[src/rtl/pkt_tx_scheduler.sv]
// pkt_tx_scheduler
//
// Picks one pending packet (handshake or data), serializes it LSB first
// towards the bit stuffer, waits for the DPDM encoder to report end of
// packet, reports completion to the requester, and then enforces a
// fixed idle gap before the next grant.
//
// Parameters:
//   GAP_CYCLES   idle cycles forced after each out_done (1..15)
//
// Ports:
//   clock        system clock, all state on posedge
//   reset_n      asynchronous active-low reset
//   hs_req       handshake request level, held until hs_done
//   hs_pid       handshake PID nibble
//   data_req     data request level, held until data_done
//   data_pid     data PID nibble
//   data_payload 8-byte payload, byte 0 in bits [7:0]
//   data_crc16   precomputed CRC16, sent after the payload
//   bs_stall     bit stuffer inserting a stuff bit, out_bit not consumed
//   out_done     one-cycle pulse from the encoder after EOP
//   out_bit      serial bit to the bit stuffer
//   out_sending  out_bit is valid
//   hs_done      one-cycle pulse, handshake packet finished
//   data_done    one-cycle pulse, data packet finished
//   busy         high whenever the scheduler is not idle
module pkt_tx_scheduler #(
  parameter int GAP_CYCLES = 2
) (
  input  logic        clock,
  input  logic        reset_n,
  input  logic        hs_req,
  input  logic [3:0]  hs_pid,
  input  logic        data_req,
  input  logic [3:0]  data_pid,
  input  logic [63:0] data_payload,
  input  logic [15:0] data_crc16,
  input  logic        bs_stall,
  input  logic        out_done,
  output logic        out_bit,
  output logic        out_sending,
  output logic        hs_done,
  output logic        data_done,
  output logic        busy
);

  typedef enum logic [1:0] {
    IDLE,
    SEND,
    WAIT_DONE,
    GAP
  } state_e;

  localparam logic [6:0] HS_LAST   = 7'd7;
  localparam logic [6:0] DATA_LAST = 7'd87;
  localparam logic [6:0] GAP_LOAD  = 7'(GAP_CYCLES - 1);

  state_e      state_q, state_d;
  logic [87:0] shift_q, shift_d;
  logic [6:0]  cnt_q, cnt_d;
  logic        isHs_q, isHs_d;
  logic        hsDone_q, hsDone_d;
  logic        dataDone_q, dataDone_d;

  // The shift register shifts in zeros, so out_bit naturally returns to 0
  // once the last packet bit has been consumed.
  assign out_bit     = shift_q[0];
  assign out_sending = (state_q == SEND);
  assign hs_done     = hsDone_q;
  assign data_done   = dataDone_q;
  assign busy        = (state_q != IDLE);

  // State register; reset aborts any packet in flight without a done pulse.
  always_ff @(posedge clock or negedge reset_n) begin
    if (!reset_n) begin
      state_q    <= IDLE;
      shift_q    <= '0;
      cnt_q      <= '0;
      isHs_q     <= 1'b0;
      hsDone_q   <= 1'b0;
      dataDone_q <= 1'b0;
    end else begin
      state_q    <= state_d;
      shift_q    <= shift_d;
      cnt_q      <= cnt_d;
      isHs_q     <= isHs_d;
      hsDone_q   <= hsDone_d;
      dataDone_q <= dataDone_d;
    end
  end

  // Next-state logic. The counter is shared: bits remaining during SEND,
  // gap cycles remaining during GAP.
  always_comb begin
    state_d    = state_q;
    shift_d    = shift_q;
    cnt_d      = cnt_q;
    isHs_d     = isHs_q;
    hsDone_d   = 1'b0;
    dataDone_d = 1'b0;

    case (state_q)
      IDLE: begin
        // Handshakes win: they are short and latency-critical.
        if (hs_req) begin
          shift_d = {80'b0, ~hs_pid, hs_pid};
          cnt_d   = HS_LAST;
          isHs_d  = 1'b1;
          state_d = SEND;
        end else if (data_req) begin
          shift_d = {data_crc16, data_payload, ~data_pid, data_pid};
          cnt_d   = DATA_LAST;
          isHs_d  = 1'b0;
          state_d = SEND;
        end
      end

      SEND: begin
        if (!bs_stall) begin
          shift_d = {1'b0, shift_q[87:1]};
          if (cnt_q == 7'd0) begin
            state_d = WAIT_DONE;
          end else begin
            cnt_d = cnt_q - 7'd1;
          end
        end
      end

      WAIT_DONE: begin
        if (out_done) begin
          hsDone_d   = isHs_q;
          dataDone_d = ~isHs_q;
          cnt_d      = GAP_LOAD;
          state_d    = GAP;
        end
      end

      GAP: begin
        if (cnt_q == 7'd0) begin
          state_d = IDLE;
        end else begin
          cnt_d = cnt_q - 7'd1;
        end
      end

      default: begin
        state_d = IDLE;
      end
    endcase
  end

endmodule

[config.mk]
export PLATFORM = sky130hd
export DESIGN_NAME = pkt_tx_scheduler
export DESIGN_NICKNAME = d
export VERILOG_FILES = /design/src/rtl/pkt_tx_scheduler.sv
export SDC_FILE = /design/constraint.sdc
export NUM_CORES = 1
export LEC_CHECK = 0
export BUFFER_PORTS_ARGS = -buffer_cell sky130_fd_sc_hd__buf_2
export CAP_MARGIN = 20
export CORE_ASPECT_RATIO = 1.75
export CORE_MARGIN = 1.5
export CORE_UTILIZATION = 59
export CTS_CLUSTER_SIZE = 14
export DETAILED_ROUTE_END_ITERATION = 6
export MAX_ROUTING_LAYER = met4
export PLACE_DENSITY = 0.83
export SKIP_LAST_GASP = 1
export SYNTH_ARGS = -nofsm -noshare
export SYNTH_HDL_FRONTEND = slang
export SYNTH_SLANG_ARGS = --single-unit
[constraint.sdc]
create_clock -name clock -period 3.35 [get_ports clock]
set_input_delay 0 -clock clock [delete_from_list [all_inputs] [get_ports clock]]
set_output_delay 0 -clock clock [all_outputs]
set_load 0.005 [all_outputs]
==> summary.txt, run 1 <==
RSZ-0062 raised after global routing -> false
number of global-route vias before repair -> 4368
Place WS -> 0.661 ns
post-layout min period -> 2.75 ns
setup TNS -> 0 ns
sequential cell area -> 2500 µm²
Fin. Hold Viols -> 0
Reg clk slew, reported paths -> 0.07 ns
area grow syn2layout -> 35.1%
CP required -> 3.62 ns
die width -> 70.1 µm
area leader, netlist -> dfrtp_1
Final period util -> 82.0%
top cell type's share of synthesized area -> 53.8%
DR vias -> 4437
critical path type -> flip-flop to flip-flop
worst r2r dst -> shift_q[84]$_DFFE_PN0P_
average size of a mapped cell -> 9.67 µm²
Synth cell types -> 42
Clock Tree Buf Depth -> 2
Yosys reg bits -> 100
critical path arrival -> 3.02 ns
Final setup violation count -> 0
largest net degree at the start of global routing -> 73
DRC Markers -> 0
worst hold path class -> primary input to flip-flop
Main synth FF type -> dfrtp_1
Setup Skew -> 0.00635 ns
Syn Nets -> 582
Num CTS Buffers -> 9
root buffer cell -> clkbuf_16
antenna viol nets, final -> 0
ys async rst share -> 100%
1st-iter DRT viols -> 383
register area share after synthesis -> 53.8%
Total Routing Usage GR -> 31.1%
Setup crit end kind -> flip-flop
first-pass GRT wire length -> 20300 µm
WHS -> 0.0130 ns
Worst Setup Start Kind -> flip-flop
post-DR wirelength/cell -> 17.1 µm
Post-synth EDFFs -> 0
area of the multi-input gates -> 1960 µm²
CTS tree -> built
Syn. warnings -> 0
cells after synthesis -> 481
H-tree levels -> 3
achievable frequency -> 364 MHz
Die Y -> 120 µm
peak supply drop -> 0.673 mV
core area -> 7620 µm²
max_cap viols -> 0
crit path max fanout -> 51
port bufs -> 98
initial antenna violation count -> 0
# rows -> 42
total wire length -> 12500 µm
clk_lat worst skew -> 0.34 ns
# nets final -> 739
most frequent cells in the layout -> nor2_1, dfrtp_1, buf_2
P_leak -> 2.83 nW
filler cell count in the final layout -> 430
reg2reg start -> state_q[0]$_DFFE_PN0P_
Ports -> 99
hold path cells -> 3
total grt overflow -> 0
final worst slack -> 0.602 ns
drt pass-1 iters -> 5
number of clock sinks -> 100
Synth area leaders -> dfrtp_1, a221oi_1, nor2_1
proportion of layout cells with a drive suffix above 1 -> 20.1%
setup repair bufs after CTS -> 0
Via density -> 6.07
fin area -> 6290 µm²
Hold EP -> isHs_q$_DFFE_PN0P_
DIE AREA -> 8450 µm²
PD cells -> 1010 nW/µm²
post-cts resize count -> 0
Placer Congestion -> 0.864
Slew HR -> 27.5%
mapped cell area -> 4650 µm²
Hold Path Origin -> data_req
Worst-Margin Slew -> 1.08 ns
effective utilization at floorplan -> 61.1%
area post-placement -> 5160 µm²
Reg2Reg Depth -> 7
final-report max-slew violation count -> 0
run status -> complete, no violations
Detail Placement HPWL -> 6860 µm
ANT cells -> 0
FF-to-FF setup slack -> 0.60 ns
commonest non-fill, non-tap cell in the layout -> nor2_1
[registers in the layout, summed over array words and instances (netlist names)]
signal     cells
hs_done        1
isHs_q         1
data_done      1
cnt_q          7
state_q        2
shift_q       88
[where the power goes]
part	internal [mW]	switching, mW	leakage, nW
clock network	0.655	0.452	0.149
logic	1.19	1.81	1.50
registers	1.87	0.384	1.18
total	3.72	2.65	2.83
[final cells by class]
type / count / area share [%]
Clock buffer: 10 / 3.64
Clock inverter: 6 / 1.41
Inverter: 6 / 0.358
Multi-Input combinational cell: 334 / 31.1
Sequential cell: 100 / 39.8
Tap cell: 88 / 1.75
Timing Repair Buffer: 187 / 21.9
[per-stage QoR]
stage,util [%],std cells,total power [mW]
2_1_floorplan,-,481,4.47
3_3_place_gp,67.7,634,4.93
3_5_place_dp,67.7,634,5.09
4_1_cts,82.5,731,6.30
5_1_grt,82.5,731,6.83
6_report,82.5,731,6.36
[kinds of logic after synthesis]
group	synth area share (%)
simple gates	18.6
mux	0.538
compound gates	20.4
fa+ha+maj	1.88
flops	53.8
buf+inv	4.76
[what timing repair did]
action | CTS | global route
setup endpoints to repair | 0 | 0
hold endpoints to repair | 152 | 0
hold buffers | 81 | 0
[synth_stat cells (2+ instances only)]
| library cell | n |
|---|---|
| a211oi_1 | 4 |
| a21boi_0 | 2 |
| a21oi_1 | 7 |
| a221oi_1 | 78 |
| a22o_1 | 2 |
| a31oi_1 | 2 |
| a32o_1 | 2 |
| buf_2 | 9 |
| buf_4 | 3 |
| buf_6 | 3 |
| clkbuf_1 | 25 |
| dfrtp_1 | 100 |
| ha_1 | 7 |
| inv_1 | 6 |
| nand2_1 | 17 |
| nand2b_1 | 2 |
| nand3_1 | 5 |
| nor2_1 | 164 |
| nor2b_1 | 10 |
| o21ai_0 | 7 |
| o31ai_1 | 5 |
[worst max-delay path, stage by stage, from the launching register on]
cell and delay [ns]:
dfrtp_1 0.50, inv_1 0.16, ha_1 0.32, or3b_1 0.28, o211a_2 0.59, buf_4 0.54
nor2_1 0.12, nor2_1 0.14
[per-layer routing]
layer  track usage, %  share of wire (%)  vias up
met2             52.6                 54      180
met1             37.3                 39     2184
li1                 -                  -     2040
met3             4.83                4.6       33
met5                -                  0        -
met4             12.4                2.6        0
[how the worst max path moves through the flow]
stage / slack [ns] / depth (start not counted) / startpoint / endpoint
floorplan: 1.30 / 7 / state_q[0]$_DFFE_PN0P_ / state_q[1]$_DFFE_PN0P_
global placement: 0.73 / 7 / state_q[0]$_DFFE_PN0P_ / shift_q[87]$_DFFE_PN0P_
detailed placement: 0.66 / 7 / state_q[0]$_DFFE_PN0P_ / shift_q[40]$_DFFE_PN0P_
CTS: 0.59 / 7 / state_q[0]$_DFFE_PN0P_ / shift_q[40]$_DFFE_PN0P_
global route: 0.39 / 7 / state_q[0]$_DFFE_PN0P_ / shift_q[73]$_DFFE_PN0P_
finish: 0.60 / 7 / state_q[0]$_DFFE_PN0P_ / shift_q[84]$_DFFE_PN0P_
Note: power is estimated with default switching activity, not from simulation.
==> inputs of run 2 (changes only) <==
--- a/config.mk
+++ b/config.mk
@@ -5,15 +5,16 @@
 export SDC_FILE = /design/constraint.sdc
 export NUM_CORES = 1
 export LEC_CHECK = 0
+export ABC_AREA = 1
 export BUFFER_PORTS_ARGS = -buffer_cell sky130_fd_sc_hd__buf_2
 export CAP_MARGIN = 20
 export CORE_ASPECT_RATIO = 1.75
 export CORE_MARGIN = 1.5
-export CORE_UTILIZATION = 59
+export CORE_UTILIZATION = 50
 export CTS_CLUSTER_SIZE = 14
 export DETAILED_ROUTE_END_ITERATION = 6
 export MAX_ROUTING_LAYER = met4
-export PLACE_DENSITY = 0.83
+export PLACE_DENSITY = 0.75
 export SKIP_LAST_GASP = 1
 export SYNTH_ARGS = -nofsm -noshare
 export SYNTH_HDL_FRONTEND = slang
==> constraint.sdc (replaced) <==
create_clock -name clock -period 2.35 [get_ports clock]
set_input_delay 0 -clock clock [delete_from_list [all_inputs] [get_ports clock]]
set_output_delay 0 -clock clock [all_outputs]
set_load 0.005 [all_outputs]
==> summary.txt, run 2 <==
area leader, netlist -> dfrtp_1
Post-CTS Hold Fix Bufs -> 82 (+1.2%)
Syn Nets -> 618 (+6.2%)
root buffer cell -> clkbuf_16
drt pass-1 iters -> 6 (+1)
reg2reg start -> state_q[0]$_DFFE_PN0P_
DIE AREA -> 10400 µm² (+23%)
post-layout min period -> 2.16 ns (-0.589 ns)
clk_lat worst skew -> 0.34 ns (about the same)
post-DR wirelength/cell -> 15.0 µm (-12%)
Die Y -> 134 µm (+11%)
Hold Path Origin -> hs_pid[1]
mapped cell area -> 4900 µm² (+5.2%)
largest net degree at the start of global routing -> 75 (+2.7%)
critical path type -> flip-flop to flip-flop
Reg clk slew, reported paths -> 0.07 ns (about the same)
max_cap viols -> 0 (unchanged)
antenna viol nets, final -> 0 (unchanged)
area grow syn2layout -> 33.5%
Largest regs -> shift_q (88), cnt_q (7), state_q (2)
Largest Register -> shift_q
Main synth FF type -> dfrtp_1
cells after synthesis -> 517 (+7.5%)
max reg flops -> 88 (unchanged)
Worst Setup Start Kind -> flip-flop
setup repair bufs after CTS -> 0 (unchanged)
initial antenna violation count -> 0 (unchanged)
RSZ-0062 raised after global routing -> false
final core area utilization -> 69.0% (-13 points)
PD cells -> 1210 nW/µm² (+19%)
Detail Placement HPWL -> 7350 µm (+7.0%)
DR vias -> 4368 (-1.6%)
register area share after synthesis -> 51.1% (-2.7 points)
commonest non-fill, non-tap cell in the layout -> nand2_1
critical path arrival -> 2.43 ns (-0.59 ns)
top-count cell post-synth -> nand2_1
core area -> 9470 µm² (+24%)
run status -> complete, no violations
Setup crit end kind -> flip-flop
CP required -> 2.62 ns (-1.00 ns)
ys async rst share -> 100% (unchanged)
average size of a mapped cell -> 9.47 µm² (-2.1%)
first-pass GRT wire length -> 19900 µm (-2.0%)
Post-synth EDFFs -> 0 (unchanged)
Tot Pwr -> 7.89 mW (+24%)
H-tree levels -> 3 (unchanged)
crit path max fanout -> 74 (+45%)
total wire length -> 12100 µm (-3.1%)
Synth area leaders -> dfrtp_1, a22oi_1, nand2_1
number of clock sinks -> 100 (unchanged)
# nets final -> 780 (+5.5%)
final-report max-slew violation count -> 0 (unchanged)
Synth cell types -> 24 (-43%)
peak supply drop -> 1.13 mV (+67%)
Worst-Margin Slew -> 0.681 ns (-0.401 ns)
worst hold path class -> primary input to flip-flop
synth cell count leaders -> nand2_1, dfrtp_1, a22oi_1, o21ai_2, o21ai_1
proportion of layout cells with a drive suffix above 1 -> 25.4% (+5.4 points)
most frequent cells in the layout -> nand2_1, dfrtp_1, buf_2
Fin. Hold Viols -> 0 (unchanged)
DRC Markers -> 0 (unchanged)
port bufs -> 98 (unchanged)
Clock Tree Buf Depth -> 2 (unchanged)
Placer Congestion -> 0.803 (-7.0%)
number of global-route vias before repair -> 4346 (-0.50%)
effective utilization at floorplan -> 51.7% (-9.3 points)
P_leak -> 3.06 nW (+8.3%)
CTS tree -> built
total grt overflow -> 0 (unchanged)
Syn. warnings -> 0 (unchanged)
top cell type's share of synthesized area -> 51.1% (-2.7 points)
Via density -> 5.42 (-11%)
Total Routing Usage GR -> 24.9% (-6.2 points)
Slew HR -> 54.6% (+27 points)
achievable frequency -> 463 MHz (+27%)
die width -> 77.8 µm (+11%)
Final setup violation count -> 0 (unchanged)
post-cts resize count -> 0 (unchanged)
Final period util -> 91.9% (+9.8 points)
ANT cells -> 0 (unchanged)
Num CTS Buffers -> 9 (unchanged)
Setup Skew -> 0.00498 ns (-0.00138 ns)
setup TNS -> 0 ns (unchanged)
Ports -> 99 (unchanged)
1st-iter DRT viols -> 346 (-9.7%)
worst setup path startpoint -> state_q[0]$_DFFE_PN0P_
Yosys reg bits -> 100 (unchanged)
# rows -> 47 (+12%)
[run 2: cell types whose count changed after synthesis, moves of 35 or more]
cell / before / now
nand2_1: 17 / 128
a22oi_1: 0 / 79
o21ai_1: 0 / 35
a221oi_1: 78 / 0
nor2_1: 164 / 24
o21ai_2: 0 / 45
[run 2: logic make-up (layout without fill, tap and decap cells)]
group | Yosys count | in the layout | synth area share [%]
buffers and inverters | 57 | 224 | 6.82
and+or+nand+nor | 166 | 166 | 13.3
DFF | 100 | 100 | 51.1
AOI/OAI and AO/OA | 186 | 186 | 26.8
xor gates and xnor gates | 1 | 1 | 0.179
adders and majority gates | 7 | 7 | 1.79
[run 2: per-layer routing]
metal | vias up | share of wire, % | GRT usage, %
li1 | 2115 | - | -
met4 | 0 | 4.3 | 13.5
met1 | 2080 | 39 | 28.6
met2 | 131 | 53 | 40.8
met5 | - | 0 | -
met3 | 42 | 3.5 | 4.56
[run 2: stage by stage]
stage          area [µm²]  hold slack, ns  setup WS (ns)  std cells
3_5_place_dp         5390          0.0893          0.220        708
6_report             6530          0.0655          0.192        806
4_1_cts              6530          0.0655          0.196        806
5_1_grt              6530           0.109         0.0119        806
2_1_floorplan        4900          -0.296          0.613        517
3_3_place_gp         5390          0.0862          0.300        708
[run 2: report_power, final]
| part | switching (mW) | internal, mW | leakage (nW) |
|---|---|---|---|
| registers | 0.390 | 2.37 | 1.30 |
| clock network | 0.635 | 0.962 | 0.159 |
| logic | 2.28 | 1.25 | 1.60 |
| total | 3.31 | 4.59 | 3.06 |
[run 2: critical path, cell delays in order (launching register included)]
cell and delay (ns):
dfrtp_1 0.46, inv_1 0.16, ha_1 0.27, nand3_2 0.11, nand2_2 0.11, a21oi_4 0.07
inv_6 0.31, buf_12 0.35, nand2_1 0.12, o21ai_2 0.07
[run 2: cell type report]
class                           count  area, µm²
Fill cell                         708       2930
Sequential cell                   100       2500
Multi-Input combinational cell    360       2060
Timing Repair Buffer              188       1410
Clock buffer                       10        239
Tap cell                          122        153
Clock inverter                      6       86.3
Inverter                           20       80.1
[run 2: path summary, 6_finish.rpt]
kind | endpoint | slack, ns | cells after the start
max | shift_q[19]$_DFFE_PN0P_ | 0.19 | 9
min | shift_q[5]$_DFFE_PN0P_ | 0.07 | 4
max reg2reg | shift_q[19]$_DFFE_PN0P_ | 0.19 | 9
min reg2reg | shift_q[25]$_DFFE_PN0P_ | 0.48 | 2
max in group asynchronous | shift_q[1]$_DFFE_PN0P_ | 1.41 | 3
min in group asynchronous | data_done$_DFF_PN0_ | 0.25 | 2
